$ cat config.mk
export PLATFORM = sky130hd
export DESIGN_NAME = dig_ct_driver
export DESIGN_NICKNAME = d
export VERILOG_FILES = /design/src/rtl/dig_ct_driver.sv
export SDC_FILE = /design/constraint.sdc
export NUM_CORES = 1
export LEC_CHECK = 0
export BUFFER_PORTS_ARGS = -buffer_cell sky130_fd_sc_hd__clkbuf_2
export CAP_MARGIN = 20
export CORE_MARGIN = 2
export CORE_UTILIZATION = 40
export DETAILED_ROUTE_END_ITERATION = 8
export HOLD_SLACK_MARGIN = 0.12
export PLACE_DENSITY = 0.6
export SYNTH_ARGS = -nofsm -noshare
export SYNTH_HDL_FRONTEND = slang
export SYNTH_SLANG_ARGS = --single-unit
$ cat constraint.sdc
create_clock -name CLK -period 1.7 [get_ports CLK]
set_clock_uncertainty 0.15 [all_clocks]
set_input_delay 0.34 -clock CLK [delete_from_list [all_inputs] [get_ports CLK]]
set_output_delay 0.34 -clock CLK [all_outputs]
set_load 0.01 [all_outputs]
$ cat src/rtl/dig_ct_driver.sv
// Stimulus sequencer for the DigCt logic block: sweeps all 32 input vectors,
// compares the block's outputs against expected values after LAT cycles.
module dig_ct_driver #(
    parameter int unsigned LAT   = 2,
    parameter int unsigned ERR_W = 6
) (
    input  logic             CLK,
    input  logic             RST_N,
    input  logic             START,
    output logic             DRV1,
    output logic             DRV2,
    output logic             DRV3,
    output logic             DRV4,
    output logic             DRV5,
    input  logic             OBS1,
    input  logic             OBS2,
    input  logic             OBS3,
    output logic             BUSY,
    output logic             DONE,
    output logic             PASS,
    output logic [ERR_W-1:0] ERR_CNT,
    output logic             FIRST_ERR_VLD,
    output logic [4:0]       FIRST_ERR_VEC
);

    localparam int unsigned VEC_W = 5;
    localparam int unsigned EXP_W = 3;
    localparam int unsigned ENT_W = 1 + VEC_W + EXP_W;
    localparam int unsigned DRN_W = 3;

    localparam logic [1:0] S_IDLE  = 2'd0;
    localparam logic [1:0] S_RUN   = 2'd1;
    localparam logic [1:0] S_DRAIN = 2'd2;
    localparam logic [1:0] S_FIN   = 2'd3;

    localparam logic [ERR_W-1:0] ERR_MAX  = '1;
    localparam logic [VEC_W-1:0] VEC_LAST = 5'd31;
    localparam logic [DRN_W-1:0] DRN_LAST = DRN_W'(LAT - 1);

    // Expected DigCt outputs packed as {E1, E2, E3}
    function automatic logic [EXP_W-1:0] exp_f(input logic [VEC_W-1:0] v);
        exp_f = {v[0] | v[1] | ~v[2], ~(v[1] & v[2]), v[1] | v[2] | v[4]};
    endfunction

    logic [1:0]       state_q, state_d;
    logic [VEC_W-1:0] cnt_q, cnt_d;
    logic [VEC_W-1:0] drv_q, drv_d;
    logic [DRN_W-1:0] drn_q, drn_d;
    logic             busy_q, busy_d;
    logic             done_q, done_d;
    logic             pass_q, pass_d;
    logic [ERR_W-1:0] err_q, err_d;
    logic             fvld_q, fvld_d;
    logic [VEC_W-1:0] fvec_q, fvec_d;

    logic             ld_c;
    logic [ENT_W-1:0] pipe_in_c;
    logic [ENT_W-1:0] tail_c;
    logic             mism_c;
    logic [ENT_W-1:0] pipe_q [LAT];

    assign tail_c = pipe_q[LAT-1];
    assign mism_c = tail_c[ENT_W-1] && ({OBS1, OBS2, OBS3} != tail_c[EXP_W-1:0]);

    always_comb begin
        state_d = state_q;
        cnt_d   = cnt_q;
        drv_d   = drv_q;
        drn_d   = drn_q;
        done_d  = 1'b0;
        pass_d  = pass_q;
        err_d   = err_q;
        fvld_d  = fvld_q;
        fvec_d  = fvec_q;
        ld_c    = 1'b0;

        if (mism_c) begin
            err_d = (err_q == ERR_MAX) ? err_q : ERR_W'(err_q + 1'b1);
            if (!fvld_q) begin
                fvld_d = 1'b1;
                fvec_d = tail_c[ENT_W-2:EXP_W];
            end
        end

        case (state_q)
            S_IDLE: begin
                if (START) begin
                    err_d   = '0;
                    fvld_d  = 1'b0;
                    fvec_d  = '0;
                    pass_d  = 1'b0;
                    drv_d   = '0;
                    cnt_d   = 5'd1;
                    ld_c    = 1'b1;
                    state_d = S_RUN;
                end
            end
            S_RUN: begin
                drv_d = cnt_q;
                cnt_d = VEC_W'(cnt_q + 1'b1);
                ld_c  = 1'b1;
                if (cnt_q == VEC_LAST) begin
                    drn_d   = '0;
                    state_d = S_DRAIN;
                end
            end
            S_DRAIN: begin
                if (drn_q == DRN_LAST) begin
                    state_d = S_FIN;
                end else begin
                    drn_d = DRN_W'(drn_q + 1'b1);
                end
            end
            default: begin
                done_d  = 1'b1;
                pass_d  = (err_q == '0);
                state_d = S_IDLE;
            end
        endcase

        busy_d    = (state_d == S_RUN) || (state_d == S_DRAIN);
        pipe_in_c = {ld_c, drv_d, exp_f(drv_d)};
    end

    always_ff @(posedge CLK or negedge RST_N) begin
        if (!RST_N) begin
            state_q <= S_IDLE;
            cnt_q   <= '0;
            drv_q   <= '0;
            drn_q   <= '0;
            busy_q  <= 1'b0;
            done_q  <= 1'b0;
            pass_q  <= 1'b0;
            err_q   <= '0;
            fvld_q  <= 1'b0;
            fvec_q  <= '0;
        end else begin
            state_q <= state_d;
            cnt_q   <= cnt_d;
            drv_q   <= drv_d;
            drn_q   <= drn_d;
            busy_q  <= busy_d;
            done_q  <= done_d;
            pass_q  <= pass_d;
            err_q   <= err_d;
            fvld_q  <= fvld_d;
            fvec_q  <= fvec_d;
        end
    end

    // Expected/valid pipeline aligning each vector with its compare edge
    always_ff @(posedge CLK or negedge RST_N) begin
        if (!RST_N) begin
            for (int i = 0; i < LAT; i++) begin
                pipe_q[i] <= '0;
            end
        end else begin
            pipe_q[0] <= pipe_in_c;
            for (int i = 1; i < LAT; i++) begin
                pipe_q[i] <= pipe_q[i-1];
            end
        end
    end

    assign DRV1          = drv_q[0];
    assign DRV2          = drv_q[1];
    assign DRV3          = drv_q[2];
    assign DRV4          = drv_q[3];
    assign DRV5          = drv_q[4];
    assign BUSY          = busy_q;
    assign DONE          = done_q;
    assign PASS          = pass_q;
    assign ERR_CNT       = err_q;
    assign FIRST_ERR_VLD = fvld_q;
    assign FIRST_ERR_VEC = fvec_q;

endmodule

==> results.cfg <==
[run_status]
status = finished, violations left
violations = setup timing

[drt]
drt_iter0_drc = 51
totalWireLength_um = 3970
ant_nets = 0
viasPerCell = 5.16
vias = 1558
wl_per_cell_um = 13.2
drcViolationCount = 0
first_pass_iters = 4

[cells_and_area]
syn_to_final_growth_pct = 32.2
antennaDiodeCount = 0
drive_above_1_share_pct = 38.7
final_cells = 302
nFillCells = 400
finish.utilization_pct = 55.5
nNetsFinal = 251

[pwr]
p_sw_share_pct = 35.3
power.internal_mw = 3.19
total_power_mw = 4.93
power_density_mw_per_mm2 = 1860
seqPwrFrac_pct = 32.2
pwr-share-comb_pct = 49.0
leakage_nw = 1.25
ir_worst_vdd_uv = 778
power.switching_mw = 1.74
power.share.clock_pct = 18.8

[worst_setup_path]
arrival_ns = 1.85
reg2reg_from = cnt_q[0]$_DFFE_PN0P_
worstSetupEndpoint = BUSY$_DFF_PN0_
startpoint_type = flip-flop
r2r_end = BUSY$_DFF_PN0_
cp-startpoint = cnt_q[0]$_DFFE_PN0P_
required_ns = 1.77
r2r_cells = 7
crit_path_end_kind = flip-flop
critPathMaxFanout = 3
worstSetupPathType = reg -> reg
reg2reg_slack_ns = -0.08

[sta]
min_period_ns = 1.78
tightestPinTransition_ns = 0.270
worst_slack_ns = -0.0784
min_period_over_period_pct = 105
fmax_ghz = 0.562
hold_viol = 0
rsz0062_at_grt = true
slew_headroom_pct = 81.8
setup_viol = 3
drv_slew = 0
fin_hold_ws_ns = 0.205

[clock_network]
cts_sinks = 43
cts_buffers = 5
cts_tree = yes
clkTransAtPathRegs_ns = 0.08
clock_path_buffers = 2
cts_max_level = 2
cts_root_buf = clkbuf_8
clkLatencyLatePin_ns = 0.29

[hold_path]
hold_class = reg -> reg
whs_path_depth = 0
min-delay-start = pipe_q[9]$_DFF_PN0_

[logic_synthesis]
yosysSeqAreaShare_pct = 53.6
synth_ff_type = dfrtp_1
avgSynthCellArea_um2 = 11.3
syn_nets = 194
synth_edf_count = 0
syn_inst = 177
async_flop_share_pct = 100
ys_ff_latch = 43
syn-cell-area_mm2 = 0.00201
synth_cell_types = 49
ys_warn_count = 0

[floorplanning]
num_rows = 25
io_pins = 26
die_h_um = 74.9
coreArea_mm2 = 0.00479
die_w_um = 74.9
dieArea_mm2 = 0.00560
initial_utilization_pct = 42.0

[grt]
grt_pass1_wl_um = 6670
grt_overflow = 0
met2_usage_pct = 27.3
first_global_vias = 1565
busiest_layer = met2
grt_usage_pct = 15.8
grt_max_degree = 44
gr-usage-met1_pct = 18.0
antenna_found_initial = 0
met3_usage_pct = 4.02

[place]
dp_hpwl_um = 2900
dp_cells = 291
gp_congestion = 0.802
numPortBuffers = 25
dp_slack_ns = -0.195

[flow_run]
maxCapViolations = 0
## repair_timing
action | in CTS | in global routing
hold buffers | 1 | 0
pin swaps | 7 | 6
buffers inserted | 2 | 0
setup endpoints to repair | 6 | 10
gates resized for setup | 8 | 14
endpoints found under the hold margin | 43 | 0
## synth_stat cells (all sizes together), types with 3 or more instances
| library cell | count | area [um^2] |
|---|---|---|
| dfrtp | 43 | 1080 |
| buf | 4 | 38.8 |
| and3 | 4 | 25.0 |
| o21ai | 13 | 76.3 |
| nand3b | 3 | 22.5 |
| nor2 | 9 | 33.8 |
| nand2b | 3 | 18.8 |
| a211oi | 3 | 22.5 |
| ha | 11 | 138 |
| a21oi | 3 | 15.0 |
| xnor2 | 3 | 26.3 |
| nor3 | 5 | 25.0 |
| a22o | 6 | 52.6 |
| clkbuf | 4 | 15.0 |
| nand3 | 9 | 45.0 |
| inv | 7 | 26.3 |
| nand2 | 13 | 48.8 |
## logic make-up (layout without fill, tap and decap cells)
logic type	Yosys count	count (layout)	share of synthesized area (%)
AO/OA/AOI/OAI	43	43	17.2
XOR/XNOR	3	3	1.31
adder cells (fa/ha/maj)	11	11	6.85
buffers and inverters	15	73	3.99
flip-flops	43	43	53.6
multiplexers	2	2	0.997
AND/OR/NAND/NOR	60	60	16.1
## cells in the final DEF (no fill, tap or decap), drive strengths merged, types with 2 or more instances in the layout
cell / count
dfrtp: 43
buf: 32
clkbuf: 31
nand2: 13
o21ai: 13
ha: 11
nand3: 9
nor2: 9
inv: 7
a22o: 6
nor3: 5
and3: 4
xnor2: 3
a211oi: 3
nand3b: 3
a21oi: 3
nand2b: 3
a41o: 2
nand4: 2
mux2i: 2
a32o: 2
nor3b: 2
bufinv: 2
a31oi: 2
or3: 2
## final cells by class
class,instances,area [um^2],share of cell area [%]
Clock buffer,6,72.6,2.73
Clock inverter,2,60.1,2.26
Inverter,7,26.3,0.990
Multi-Input combinational cell,119,942,35.5
Sequential cell,43,1080,40.6
Tap cell,67,83.8,3.16
Timing Repair Buffer,58,392,14.8
## registers in the layout, summed over array words and instances, names as in the netlist, named ones only
register       cells
FIRST_ERR_VLD      1
ERR_CNT            6
tail_c             9
FIRST_ERR_VEC      5
PASS               1
pipe_q             8
DONE               1
drn_q              3
BUSY               1
cnt_q              5
state_q            2
## through the flow
step	TNS, ns	area (um^2)
6_report	-0.109	2660
5_1_grt	-0.498	2660
4_1_cts	-0.150	2620
3_5_place_dp	-0.662	2420
3_3_place_gp	-0.405	2420
2_1_floorplan	-0.405	2030
## per-layer routing
layer | routed length (um) | up-vias
met3 | 124 | 5
met5 | 0 | -
met4 | 58 | 0
met2 | 2060 | 26
li1 | - | 755
met1 | 1730 | 772
## critical path: stages, from the launching register on
cell and delay, ns:
dfrtp_1 0.36, ha_2 0.19, and3_4 0.18, ha_4 0.14, nor2b_2 0.05, a21bo_2 0.19, or3_4 0.32, a21oi_2 0.12
## worst min-delay path by stage
stage                                 to  slack [ns]
floorplan                 BUSY$_DFF_PN0_       -0.11
global placement    ERR_CNT[3]$_DFF_PN0_        0.18
detailed placement  ERR_CNT[4]$_DFF_PN0_        0.19
CTS                  tail_c[0]$_DFF_PN0_        0.21
global route         tail_c[0]$_DFF_PN0_        0.21
finish               tail_c[0]$_DFF_PN0_        0.20
## power groups by stage
stage	Combinational, mW	Clock [mW]	Sequential (mW)
CTS	2.33	0.949	1.58
floorplan	1.25	0	1.64
global route	2.69	0.993	1.63
finish	2.42	0.926	1.59
global placement	2.13	0	1.57
detailed placement	2.18	0	1.59
Note: power is estimated with default switching activity, not from simulation.
